### src/rtl/wb_arbiter_pkg.sv
// Package: wb_arbiter_pkg
//  Shared micro-architecture constants and the writeback message type for the
//  execute-to-writeback fan-in arbiter.
//   UARCH_*   default pipe count and field widths
//   wb_msg_t  one writeback result {waddr, wdata, wen}
//   idx_bits  width of an encoded pipe index (at least 1 bit)
package wb_arbiter_pkg;

    localparam int UARCH_NUM_PIPES = 3;
    localparam int UARCH_ADDR_BITS = 5;
    localparam int UARCH_DATA_BITS = 32;

    typedef struct packed {
        logic [UARCH_ADDR_BITS-1:0] waddr;
        logic [UARCH_DATA_BITS-1:0] wdata;
        logic                       wen;
    } wb_msg_t;

    function automatic int idx_bits(input int n);
        return (n > 1) ? $clog2(n) : 1;
    endfunction

endpackage

### src/rtl/wb_arb_grant.sv
// Module: wb_arb_grant
//  Combinational N-way one-hot grant over a request vector.
//  Build option WB_ARB_RR_EN: defined -> round-robin search starting at ptr
//  with wrap; undefined -> fixed priority, lowest index wins (ptr ignored).
//   req    in   N    request per pipe
//   ptr    in   IW   first index to search (round-robin only)
//   grant  out  N    one-hot grant, zero when no request
//   idx    out  IW   encoded index of the granted pipe (0 when none)
module wb_arb_grant
    import wb_arbiter_pkg::*;
#(
    parameter int N  = UARCH_NUM_PIPES,
    parameter int IW = idx_bits(N)
) (
    input  logic [N-1:0]  req,
    input  logic [IW-1:0] ptr,
    output logic [N-1:0]  grant,
    output logic [IW-1:0] idx
);

`ifdef WB_ARB_RR_EN
    int   j;
    logic found;

    // Walk ptr, ptr+1, ... with wrap; first requester found wins.
    always_comb begin
        grant = '0;
        idx   = '0;
        found = 1'b0;
        j     = 0;
        for (int k = 0; k < N; k++) begin
            j = int'(ptr) + k;
            if (j >= N) j = j - N;
            if (!found && req[j]) begin
                grant[j] = 1'b1;
                idx      = IW'(j);
                found    = 1'b1;
            end
        end
    end
`else
    logic found;
    logic unused_ptr;

    assign unused_ptr = ^ptr;

    always_comb begin
        grant = '0;
        idx   = '0;
        found = 1'b0;
        for (int k = 0; k < N; k++) begin
            if (!found && req[k]) begin
                grant[k] = 1'b1;
                idx      = IW'(k);
                found    = 1'b1;
            end
        end
    end
`endif

endmodule

### src/rtl/wb_arbiter.sv
// Module: wb_arbiter
//  Merges completed results from p_num_pipes execute pipes into one registered
//  writeback stream. One pipe granted per cycle; 1-cycle ex->wb latency, full
//  throughput (drain and refill in the same edge).
//  Build option WB_ARB_RR_EN: round-robin grant with rotating ptr; when
//  undefined, fixed priority (lowest index) and no ptr register.
//   clk, rst   clock, asynchronous active-high reset
//   ex_val     in   per-pipe result valid
//   ex_rdy     out  per-pipe accept (one-hot or zero)
//   ex_waddr   in   per-pipe dest reg, pipe i at slice i
//   ex_wdata   in   per-pipe data, pipe i at slice i
//   ex_wen     in   per-pipe register-file write enable
//   wb_val     out  output register holds a result
//   wb_rdy     in   writeback consumes the result
//   wb_waddr/wb_wdata/wb_wen  out  registered result fields
module wb_arbiter
    import wb_arbiter_pkg::*;
#(
    parameter int p_num_pipes = UARCH_NUM_PIPES,
    parameter int p_addr_bits = UARCH_ADDR_BITS,
    parameter int p_data_bits = UARCH_DATA_BITS
) (
    input  logic                             clk,
    input  logic                             rst,
    input  logic [p_num_pipes-1:0]           ex_val,
    output logic [p_num_pipes-1:0]           ex_rdy,
    input  logic [p_num_pipes*p_addr_bits-1:0] ex_waddr,
    input  logic [p_num_pipes*p_data_bits-1:0] ex_wdata,
    input  logic [p_num_pipes-1:0]           ex_wen,
    output logic                             wb_val,
    input  logic                             wb_rdy,
    output logic [p_addr_bits-1:0]           wb_waddr,
    output logic [p_data_bits-1:0]           wb_wdata,
    output logic                             wb_wen
);

    localparam int IW = idx_bits(p_num_pipes);

    // The message struct is sized by the package constants.
    if (p_addr_bits != UARCH_ADDR_BITS || p_data_bits != UARCH_DATA_BITS) begin : g_width_chk
        $error("wb_arbiter: field widths must match wb_arbiter_pkg constants");
    end

    logic [p_num_pipes-1:0] grant;
    logic [IW-1:0]          grant_idx;
    logic [IW-1:0]          ptr;
    logic                   space;
    logic                   xfer;
    wb_msg_t                sel;
    wb_msg_t                wb_q;

    wb_arb_grant #(.N(p_num_pipes), .IW(IW)) u_grant (
        .req   (ex_val),
        .ptr   (ptr),
        .grant (grant),
        .idx   (grant_idx)
    );

    // Output is free if empty or being drained this cycle.
    assign space  = !wb_val || wb_rdy;
    assign ex_rdy = rst ? '0 : (grant & {p_num_pipes{space}});
    assign xfer   = |ex_rdy;

    // ex_rdy is one-hot, so an OR-style mux over it is sufficient.
    always_comb begin
        sel = '0;
        for (int i = 0; i < p_num_pipes; i++) begin
            if (ex_rdy[i]) begin
                sel.waddr = ex_waddr[i*p_addr_bits +: p_addr_bits];
                sel.wdata = ex_wdata[i*p_data_bits +: p_data_bits];
                sel.wen   = ex_wen[i];
            end
        end
    end

    always_ff @(posedge clk or posedge rst) begin
        if (rst) begin
            wb_val <= 1'b0;
            wb_q   <= '0;
        end else if (xfer) begin
            wb_val <= 1'b1;
            wb_q   <= sel;
        end else if (wb_rdy) begin
            wb_val <= 1'b0;  // drain; fields keep last value
        end
    end

`ifdef WB_ARB_RR_EN
    // Next search starts just past the pipe that was served.
    always_ff @(posedge clk or posedge rst) begin
        if (rst) begin
            ptr <= '0;
        end else if (xfer) begin
            ptr <= (grant_idx == IW'(p_num_pipes-1)) ? '0 : grant_idx + 1'b1;
        end
    end
`else
    logic unused_idx;

    assign ptr        = '0;
    assign unused_idx = ^grant_idx;
`endif

    assign wb_waddr = wb_q.waddr;
    assign wb_wdata = wb_q.wdata;
    assign wb_wen   = wb_q.wen;

endmodule
### config.mk
export PLATFORM = sky130hd
export DESIGN_NAME = wb_arbiter
export DESIGN_NICKNAME = d
export VERILOG_FILES = /design/src/rtl/wb_arbiter_pkg.sv /design/src/rtl/wb_arb_grant.sv /design/src/rtl/wb_arbiter.sv
export SDC_FILE = /design/constraint.sdc
export NUM_CORES = 1
export LEC_CHECK = 0
export BUFFER_PORTS_ARGS = -buffer_cell sky130_fd_sc_hd__buf_2
export CAP_MARGIN = 0
export CORE_AREA = 4 4 87 89
export DETAILED_ROUTE_END_ITERATION = 10
export DIE_AREA = 0 0 91 93
export PLACE_DENSITY = 0.78
export RECOVER_POWER = 25
export SETUP_SLACK_MARGIN = 0.1
export SYNTH_ARGS = -nofsm -noshare
export SYNTH_HDL_FRONTEND = slang
export SYNTH_HIERARCHICAL = 1
export SYNTH_SLANG_ARGS = --single-unit
### constraint.sdc
create_clock -name clk -period 1.9 [get_ports clk]
set_input_delay 0.19 -clock clk [delete_from_list [all_inputs] [get_ports clk]]
set_output_delay 0.19 -clock clk [all_outputs]
set_load 0.01 [all_outputs]
==> results.sh <==
export IMPL_htree_levels=2
export IMPL_initial_core_util_pct=33.7
export IMPL_maxCapViolCount=0
export IMPL_vias=2532
export IMPL_nets=486
export IMPL_routedWlPerCell_um=17.4
export IMPL_cp_arrival_ns=1.45
export IMPL_worst_pin_slew_ns=0.901
export IMPL_p_switching_mw=0.784
export IMPL_place_hpwl_mm=5.75
export IMPL_cts_max_path_buffers=2
export IMPL_p_per_area_nw_per_um2=747
export IMPL_fin_crit_ns=1.64
export IMPL_antennaDiodeCount=0
export IMPL_ctsResizeCount=0
export IMPL_die_area_sq_um=8460
export IMPL_syn_to_final_growth_pct=42.9
export IMPL_critPathLaunchType="register"
export IMPL_end_kind="primary output"
export IMPL_io_pins=162
export IMPL_criticalPathCategory="reg -> out"
export IMPL_reg2reg_to="wb_wdata[9]"
export IMPL_overflow=0
export IMPL_p_int_mw=1.65
export IMPL_drc=0
export IMPL_cts_tree="yes"
export IMPL_dp_slack_ns=0.137
export IMPL_placed_area_sq_um=3180
export IMPL_antenna_left=0
export IMPL_grt_max_degree=46
export IMPL_n_fill_cell=664
export IMPL_rrSetupSlack_ns=0.37
export IMPL_fin_crit_sh_pct=86.3
export IMPL_final_area_sq_um=3260
export IMPL_final_util_pct=48.2
export IMPL_switching_share_pct=32.2
export IMPL_synth_cells=219
export IMPL_routed_wl_mm=7.76
export IMPL_antenna_found_initial=0
export IMPL_syn_area_sq_um=2280
export IMPL_rr_worst_depth=3
export IMPL_yosys_warnings=6
export IMPL_multiInputGateArea_sq_um=1170
export IMPL_critPathRequiredTime_ns=1.71
export IMPL_p_seq_share_pct=44.1
export IMPL_r2r_start="wb_val"
export IMPL_syn_num_nets=339
export IMPL_post_cts_buffers=0
export IMPL_fmaxAchievable_ghz=0.610
export IMPL_p_clk_share_pct=22.2
export IMPL_crit_path_end="ex_rdy[0]"
export IMPL_globalRouteTotalUtil_pct=17.6
export IMPL_max_slew_margin_pct=39.8
export IMPL_detail_route_first_pass_iterations=4
export IMPL_holdCritPathClass="in -> reg"
export IMPL_die_y_um=93
export IMPL_io_buffers=161
export IMPL_first_global_vias=2563
export IMPL_cts_sinks=39
export IMPL_hp_start="ex_wdata[86]"
export IMPL_worst_slack_ns=0.261
export IMPL_fin_skew_ns=0.00631
export IMPL_p_leak_nw=1.57
export IMPL_dp_cells=439
export IMPL_hold_buffers=0
export IMPL_rsz0062_at_grt="false"
export IMPL_vias_per_cell=5.66
export IMPL_coreArea_sq_um=6760
export IMPL_cts_buffers=5
export IMPL_rows=30
export IMPL_register_area_sq_um=976
export IMPL_root_buffer="clkbuf_8"
export IMPL_clk_latency_ns=0.29
export IMPL_layout_drive_gt1_share_pct=49.9
export IMPL_gp_congestion=0.733
export IMPL_grt_pass1_wl_mm=12.2
export IMPL_status="finished clean"
export IMPL_initialDrtViolationCount=85
export IMPL_setup_violations_final=0
export IMPL_syn_area_per_cell_sq_um=10.4
export IMPL_critPathMaxFanout=20
export IMPL_fin_setup_tns_ns=0
export IMPL_finalNonFillerCells=447
export IMPL_path_clk_slew_ns=0.07
export IMPL_finalHoldViolations=0
export IMPL_die_x_um=91
export IMPL_p_comb_share_pct=33.7
export IMPL_critical_path_startpoint="wb_val"
export IMPL_ir_worst_vdd_uv=329
export IMPL_slew_violations=0
==> registers in the layout, indices dropped and copies added (netlist names) <==
signal and flops:
wb_wen 1, wb_waddr 5, wb_wdata 32, wb_val 1
==> power by group through the flow <==
stage               sequential [mW]  combinational, mW  clock (mW)
floorplan                      1.16              0.362           0
global placement               1.08              0.809           0
detailed placement             1.09              0.831           0
CTS                            1.07              0.833       0.573
global route                   1.09              0.897       0.596
finish                         1.07              0.818       0.540
==> per-layer routing <==
| layer | global-route usage, % | routed length (um) | vias up |
|---|---|---|---|
| met5 | 0 | 0 | - |
| met4 | 3.39 | 38 | 0 |
| met3 | 5.55 | 683 | 4 |
| met1 | 20.0 | 2990 | 1199 |
| met2 | 32.4 | 4050 | 131 |
| li1 | - | - | 1198 |
==> area by class of cell <==
class	instances	area share, %
well taps	80	3.07
clock buffers	7	2.34
clock inverters	1	0.154
flip-flops and latches	39	30.0
multi-input cells	147	36.0
inverters	1	0.115
repair buffers	172	28.3
==> layout by cell type, fill, tap and decap left out, types with 4 or more instances in the layout <==
master      n
nand2b_1   20
clkbuf_1    4
o31ai_1    39
clkbuf_8    5
a221o_1    18
a32o_1     18
buf_4       7
buf_2     160
a221oi_1   20
nor3_1     20
dfrtp_1    39
==> per-stage QoR <==
stage / power, mW / hold WS (ns)
2_1_floorplan: 1.53 / 0.335
3_3_place_gp: 1.89 / 0.443
3_5_place_dp: 1.92 / 0.451
4_1_cts: 2.48 / 0.129
5_1_grt: 2.59 / 0.245
6_report: 2.43 / 0.244
==> how the worst min path moves through the flow <==
stage,endpoint,slack [ns],depth (start not counted)
4_1_cts,wb_wdata[31],0.13,3
3_3_place_gp,wb_wdata[5],0.44,3
5_1_grt,wb_wdata[8],0.24,3
3_5_place_dp,wb_waddr[3],0.45,3
2_1_floorplan,wb_wdata[5],0.34,2
6_report,wb_wdata[22],0.24,3
==> worst max-delay path: stages (launching register included) <==
cell     delay [ns]
dfrtp_1        0.39
nor2b_4        0.15
nor2_1         0.09
buf_4          0.25
and2_1         0.15
buf_2          0.13
Note: power is estimated with default switching activity, not from simulation.
